`config.mk`:
```
export PLATFORM = sky130hd
export DESIGN_NAME = ecc_apb_regfile
export DESIGN_NICKNAME = d
export VERILOG_FILES = /design/src/rtl/ecc_apb_regfile_pkg.sv /design/src/rtl/ecc_apb_regfile_phase_tracker.sv /design/src/rtl/ecc_apb_regfile.sv
export SDC_FILE = /design/constraint.sdc
export NUM_CORES = 1
export LEC_CHECK = 0
export CAP_MARGIN = 20
export CORE_ASPECT_RATIO = 1.4
export CORE_MARGIN = 3
export CORE_UTILIZATION = 35
export CTS_BUF_LIST = sky130_fd_sc_hd__clkbuf_8
export CTS_CLUSTER_DIAMETER = 30
export DETAILED_ROUTE_END_ITERATION = 10
export GPL_TIMING_DRIVEN = 0
export PLACE_DENSITY_LB_ADDON = 0.15
export RECOVER_POWER = 100
export SLEW_MARGIN = 20
export SYNTH_ARGS = -nofsm -noshare
export SYNTH_HDL_FRONTEND = slang
export SYNTH_SLANG_ARGS = --single-unit
export TNS_END_PERCENT = 50
```
`constraint.sdc`:
```
create_clock -name clk -period 2.1 [get_ports clk]
set_input_delay 0.42 -clock clk [delete_from_list [all_inputs] [get_ports clk]]
set_output_delay 0.42 -clock clk [all_outputs]
set_load 0.005 [all_outputs]
```
`src/rtl/ecc_apb_regfile_pkg.sv`:
```
// Shared constants and types for the ECC APB register bank.
package ecc_apb_pkg;

  // Register byte offsets. Full-address compare, so misaligned and
  // out-of-map addresses never match.
  localparam logic [31:0] OFF_CTRL     = 32'h0000_0000;
  localparam logic [31:0] OFF_DATA_IN  = 32'h0000_0004;
  localparam logic [31:0] OFF_CW_WIDTH = 32'h0000_0008;
  localparam logic [31:0] OFF_NOISE    = 32'h0000_000C;
  localparam logic [31:0] OFF_DATA_OUT = 32'h0000_0010;
  localparam logic [31:0] OFF_NERR     = 32'h0000_0014;

  typedef enum logic [1:0] {
    MODE_ENC  = 2'b00,
    MODE_DEC  = 2'b01,
    MODE_FULL = 2'b10,
    MODE_RSVD = 2'b11
  } mode_e;

  typedef enum logic [1:0] {
    CW_8    = 2'b00,
    CW_16   = 2'b01,
    CW_32   = 2'b10,
    CW_RSVD = 2'b11
  } cw_e;

  typedef enum logic [1:0] {
    NERR_NONE   = 2'b00,
    NERR_SINGLE = 2'b01,
    NERR_DOUBLE = 2'b10,
    NERR_RSVD   = 2'b11
  } nerr_e;

  typedef enum logic [1:0] {
    APB_IDLE   = 2'b00,
    APB_SETUP  = 2'b01,
    APB_ACCESS = 2'b10
  } apb_state_e;

  typedef enum logic [2:0] {
    SEL_CTRL, SEL_DIN, SEL_CW, SEL_NOISE, SEL_DOUT, SEL_NERR, SEL_NONE
  } reg_sel_e;

  // Result captured from the core on core_done.
  typedef struct packed {
    logic [31:0] data;
    logic [1:0]  nerr;
  } core_res_t;

  // Map a zero-extended byte address to a register select.
  function automatic reg_sel_e decode_addr(input logic [31:0] a);
    case (a)
      OFF_CTRL:     return SEL_CTRL;
      OFF_DATA_IN:  return SEL_DIN;
      OFF_CW_WIDTH: return SEL_CW;
      OFF_NOISE:    return SEL_NOISE;
      OFF_DATA_OUT: return SEL_DOUT;
      OFF_NERR:     return SEL_NERR;
      default:      return SEL_NONE;
    endcase
  endfunction

endpackage

```
`src/rtl/ecc_apb_regfile_phase_tracker.sv`:
```
// APB phase tracker. state_q holds the bus phase of the previous cycle;
// the strobes classify the current cycle so the regfile can act on the
// edge that ends it (write commit at end of ACCESS, read load at end of SETUP).
module apb_phase_tracker
  import ecc_apb_pkg::*;
(
  input  logic clk,
  input  logic rst_n,
  input  logic psel,
  input  logic penable,
  output logic setup_phase,
  output logic access_phase
);

  apb_state_e state_q;

  // Current-cycle phase strobes: ACCESS only counts when it follows SETUP.
  always_comb begin
    setup_phase  = psel & ~penable;
    access_phase = (state_q == APB_SETUP) & psel & penable;
  end

  // Phase FSM.
  always_ff @(posedge clk or negedge rst_n) begin
    if (!rst_n) begin
      state_q <= APB_IDLE;
    end else begin
      case (state_q)
        APB_IDLE:   state_q <= (psel & ~penable) ? APB_SETUP : APB_IDLE;
        APB_SETUP:  state_q <= APB_ACCESS;
        APB_ACCESS: state_q <= (psel & ~penable) ? APB_SETUP : APB_IDLE;
        default:    state_q <= APB_IDLE;
      endcase
    end
  end

endmodule

```
`src/rtl/ecc_apb_regfile.sv`:
```
// ECC APB register bank: config registers, start pulse, result capture.
module ecc_apb_regfile
  import ecc_apb_pkg::*;
#(
  parameter int AMBA_WORD       = 32,
  parameter int AMBA_ADDR_WIDTH = 20
) (
  input  logic                       clk,
  input  logic                       rst_n,
  input  logic [AMBA_ADDR_WIDTH-1:0] PADDR,
  input  logic                       PSEL,
  input  logic                       PENABLE,
  input  logic                       PWRITE,
  input  logic [AMBA_WORD-1:0]       PWDATA,
  output logic [AMBA_WORD-1:0]       PRDATA,
  output logic                       PREADY,
  output logic [1:0]                 ctrl_mode,
  output logic [AMBA_WORD-1:0]       data_in,
  output logic [1:0]                 cw_width,
  output logic [AMBA_WORD-1:0]       noise,
  output logic                       start,
  input  logic                       core_busy,
  input  logic                       core_done,
  input  logic [AMBA_WORD-1:0]       core_data,
  input  logic [1:0]                 core_nerr
);

  logic                 setup_phase;
  logic                 access_phase;
  logic [31:0]          paddr_ext;
  reg_sel_e             sel;
  logic                 wr_ok;
  logic [AMBA_WORD-1:0] rd_mux;

  logic [1:0]           ctrl_q;
  logic [AMBA_WORD-1:0] din_q;
  logic [1:0]           cw_q;
  logic [AMBA_WORD-1:0] noise_q;
  logic [AMBA_WORD-1:0] dout_q;
  logic [1:0]           nerr_q;

  apb_phase_tracker u_phase (
    .clk          (clk),
    .rst_n        (rst_n),
    .psel         (PSEL),
    .penable      (PENABLE),
    .setup_phase  (setup_phase),
    .access_phase (access_phase)
  );

  assign PREADY    = 1'b1;
  assign paddr_ext = 32'(PADDR);
  assign sel       = decode_addr(paddr_ext);
  // Config writes are frozen while the core is running.
  assign wr_ok     = access_phase & PWRITE & ~core_busy;

  assign ctrl_mode = ctrl_q;
  assign data_in   = din_q;
  assign cw_width  = cw_q;
  assign noise     = noise_q;

  // Read mux; narrow registers zero-extended, unmapped reads as 0.
  always_comb begin
    rd_mux = '0;
    case (sel)
      SEL_CTRL:  rd_mux = AMBA_WORD'(ctrl_q);
      SEL_DIN:   rd_mux = din_q;
      SEL_CW:    rd_mux = AMBA_WORD'(cw_q);
      SEL_NOISE: rd_mux = noise_q;
      SEL_DOUT:  rd_mux = dout_q;
      SEL_NERR:  rd_mux = AMBA_WORD'(nerr_q);
      default:   rd_mux = '0;
    endcase
  end

  // Config registers and start pulse; start follows a committed CTRL write.
  always_ff @(posedge clk or negedge rst_n) begin
    if (!rst_n) begin
      ctrl_q  <= '0;
      din_q   <= '0;
      cw_q    <= '0;
      noise_q <= '0;
      start   <= 1'b0;
    end else begin
      start <= 1'b0;
      if (wr_ok) begin
        case (sel)
          SEL_CTRL: begin
            ctrl_q <= PWDATA[1:0];
            start  <= (mode_e'(PWDATA[1:0]) != MODE_RSVD);
          end
          SEL_DIN:   din_q <= PWDATA;
          SEL_CW:    if (cw_e'(PWDATA[1:0]) != CW_RSVD) cw_q <= PWDATA[1:0];
          SEL_NOISE: noise_q <= PWDATA;
          default:   ;
        endcase
      end
    end
  end

  // Result capture from the core.
  always_ff @(posedge clk or negedge rst_n) begin
    if (!rst_n) begin
      dout_q <= '0;
      nerr_q <= '0;
    end else if (core_done) begin
      dout_q <= core_data;
      nerr_q <= core_nerr;
    end
  end

  // Read data loads at the end of SETUP and holds until the next read SETUP.
  always_ff @(posedge clk or negedge rst_n) begin
    if (!rst_n) PRDATA <= '0;
    else if (setup_phase && !PWRITE) PRDATA <= rd_mux;
  end

endmodule

```
==> metrics.yaml <==
power:
  p_sw_uw: 1220
  seq_power_share: 0.529
  internal-power_uw: 3960
  power_density_nw_per_um2: 570
  power_frac_clock: 0.397
  sw_frac_of_total: 0.235
  p_comb_frac: 0.073
  peakVddDrop_mv: 0.330
  leakage_uw: 0.00419
run:
  cap_violations: 0
timing:
  period_share: 1.16
  fmax_mhz: 411
  hold_viol: 0
  drv_slew: 0
  worst_pin_slew_ns: 1.45
  worst_hold_slack_ns: 0.417
  setup_violations: 97
  rsz0062_at_grt: "yes"
  period_minus_slack_ns: 2.44
  finClkSkew_ns: 0.0106
  slew_headroom: 0.0308
  worst_slack_ns: -0.335
  fin_setup_tns_ns: -15.91
detailed_routing:
  route.detailed.drc: 0
  via_per_inst: 5.25
  ant_nets: 0
  routed_wl_um: 18100
  drtPass1Iterations: 8
  vias: 4586
  avgRoutedWirePerCell_um: 20.7
  first_iter_violations: 373
synth:
  synth_edf_count: 0
  synthFlopType: "dfrtp_1"
  netlist_instances: 424
  yosys.area.top_type: "dfrtp_1"
  synth.net_count: 518
  synth_area_sq_um: 6030
  synth-seq-cells: 137
  yosysSeqAreaShare: 0.568
  avgSynthCellArea_sq_um: 14.2
  synth_area_leaders: "dfrtp_1 (57%), mux2_4 (15%), mux2_2 (7.8%)"
  yosysTopAreaCellShare: 0.568
  yosys_warnings: 0
  synth.distinct_cells: 47
  synthArstFlopShare: 1.00
placement:
  io_buffers: 192
  gp_congestion: 0.831
  dpl.hpwl_um: 12300
clocking:
  clk_pin_slew_worst_paths_ns: 0.08
  cts_root_buf: "clkbuf_8"
  cts_buffers: 17
  clock_sinks: 137
  cts_tree: "built"
  cts_buffer_depth: 2
  cts_max_level: 4
  clk_latency_ns: 0.44
finish:
  fin_util: 0.540
  nets: 754
  final_common_cell: "dfrtp_1"
  area_growth_pct: 50.6
  antenna_cells: 0
  most-common-layout-cells: "dfrtp_1 (137), dlygate4sd3_1 (103), clkdlybuf4s50_1 (71), mux2_4 (62), mux2_2 (40)"
  drive_gt1_frac: 0.310
status:
  violations: "setup timing"
  status: "finished with violations"
critical_path:
  worst-path-max-fanout: 5
  crit_arrival_ns: 2.76
  crit_required_ns: 2.42
  r2r_cells: 7
  endpoint_kind: "flop"
  cp_cell_sequence: "buf_6 > nor4_4 > nand3_2 > nor2_4 > nand3b_1 > ha_4 > nor3b_4 > and4_4 > and2b_1 > buf_8 > buf_12 > buf_12 > mux2_4"
  start_kind: "input port"
  critPathKind: "input port to flop"
  critPathSlowestCell: "nor4_4"
  path_common_cell: "buf_12"
  max_stage_delay_ns: 0.30
hold_path:
  min_path_type: "flop to flop"
  min_path_cells: 1
grt:
  grt-ovfl-total: 0
  first_global_vias: 5002
  grt_usage: 0.198
  antenna_found_initial: 0
  grt_start_max_net_pins: 83
  grt_pass1_wl_um: 28200
floorplanning:
  rows: 56
  io_pins: 195
  die_y_um: 161
  die_w_um: 117
  fp.coreArea_sq_um: 16800
  die_area_sq_um: 18900
  start_util: 0.359
## sequential cells by signal, summed over array words and instances, names as in the netlist
signal	flops
noise	32
u_phase.state_q	2
cw_width	2
ctrl_mode	2
data_in	32
dout_q	32
PRDATA	32
start	1
nerr_q	2
## cell families (layout without fill, tap and decap cells)
logic type / after synthesis / in the layout / share of synthesized area
AOI/OAI and AO/OA: 80 / 80 / 0.0969
and+or+nand+nor: 69 / 69 / 0.0593
DFF: 137 / 137 / 0.568
buffers and inverters: 32 / 279 / 0.0419
other: 1 / 1 / 0.000622
adders and majority gates: 1 / 1 / 0.00207
muxes: 104 / 104 / 0.231
## Yosys cell counts (2+ instances only)
| library cell | number |
|---|---|
| dfrtp_1 | 137 |
| mux2_4 | 60 |
| mux2_2 | 42 |
| nand2_1 | 36 |
| a222oi_1 | 30 |
| o21ai_0 | 25 |
| buf_2 | 10 |
| clkbuf_1 | 9 |
| o21ai_1 | 9 |
| buf_12 | 6 |
| nor2_1 | 5 |
| a21oi_1 | 4 |
| clkbuf_2 | 3 |
| nor2b_1 | 3 |
| nor3_1 | 3 |
| a31oi_1 | 2 |
| and2b_1 | 2 |
| and4_1 | 2 |
| buf_6 | 2 |
| mux2i_1 | 2 |
| nand3b_1 | 2 |
| nor4_1 | 2 |
| nor4_2 | 2 |
| o22a_1 | 2 |
| or3b_2 | 2 |
## what timing repair did
action,CTS,global route
hold buffers,1,0
resized for setup,105,11
setup buffers,16,5
endpoints found under the setup margin,99,72
endpoints found under the hold margin,55,0
gates cloned,5,1
pin swaps,18,15
## critical path: cells and delay by family
kind	cells	cell delay [ns]
buffers and inverters	4	0.47
and+or+nand+nor	7	1.36
adders and majority gates	1	0.21
muxes	1	0.30
## routing by layer
layer | GRT usage | routed length, um | vias up
met1 | 0.237 | 7030 | 2332
li1 | - | - | 2068
met2 | 0.340 | 9620 | 159
met4 | 0.0647 | 404 | 0
met5 | 0 | 0 | -
met3 | 0.0547 | 1060 | 27
## path summary, 6_finish.rpt
path / from / to / slack [ns]
worst min register to register: u_phase.state_q[1] / u_phase.state_q[1] / 0.42
worst max-delay path: PADDR[17] / noise[16] / -0.34
worst max register to register: u_phase.state_q[1] / noise[16] / 0.20
worst min-delay path: u_phase.state_q[1] / u_phase.state_q[1] / 0.42
min in group asynchronous: rst_n / start / 0.85
max in group asynchronous: rst_n / data_in[17] / 0.21
## stage by stage
stage               setup slack [ns]  total power (uW)  std cells  cell area [sq um]
finish                        -0.335              5170        874               9080
global placement               -4.67              3160        819               8260
CTS                           -0.268              5250        871               9060
global route                  -0.386              5400        874               9080
detailed placement             -1.47              3180        820               8290
floorplan                     -0.550              2890        424               6090
## final cells by class
type                    instances  area [sq um]
clock inverters                13           133
flip-flops and latches        137          3430
fillers                      1454          7730
plain buffers                  30           269
well taps                     203           254
clock buffers                  17           234
repair buffers                219          2290
multi-input cells             255          2480
## power by group through the flow
stage | Sequential, uW | Clock, uW | Combinational, uW
after floorplan | 2780 | 0 | 109
after global placement | 2790 | 0 | 374
after detailed placement | 2790 | 0 | 390
after CTS | 2740 | 2120 | 387
after global routing | 2740 | 2240 | 415
final | 2740 | 2060 | 380
No activity file was read; power rests on OpenSTA's default activity.
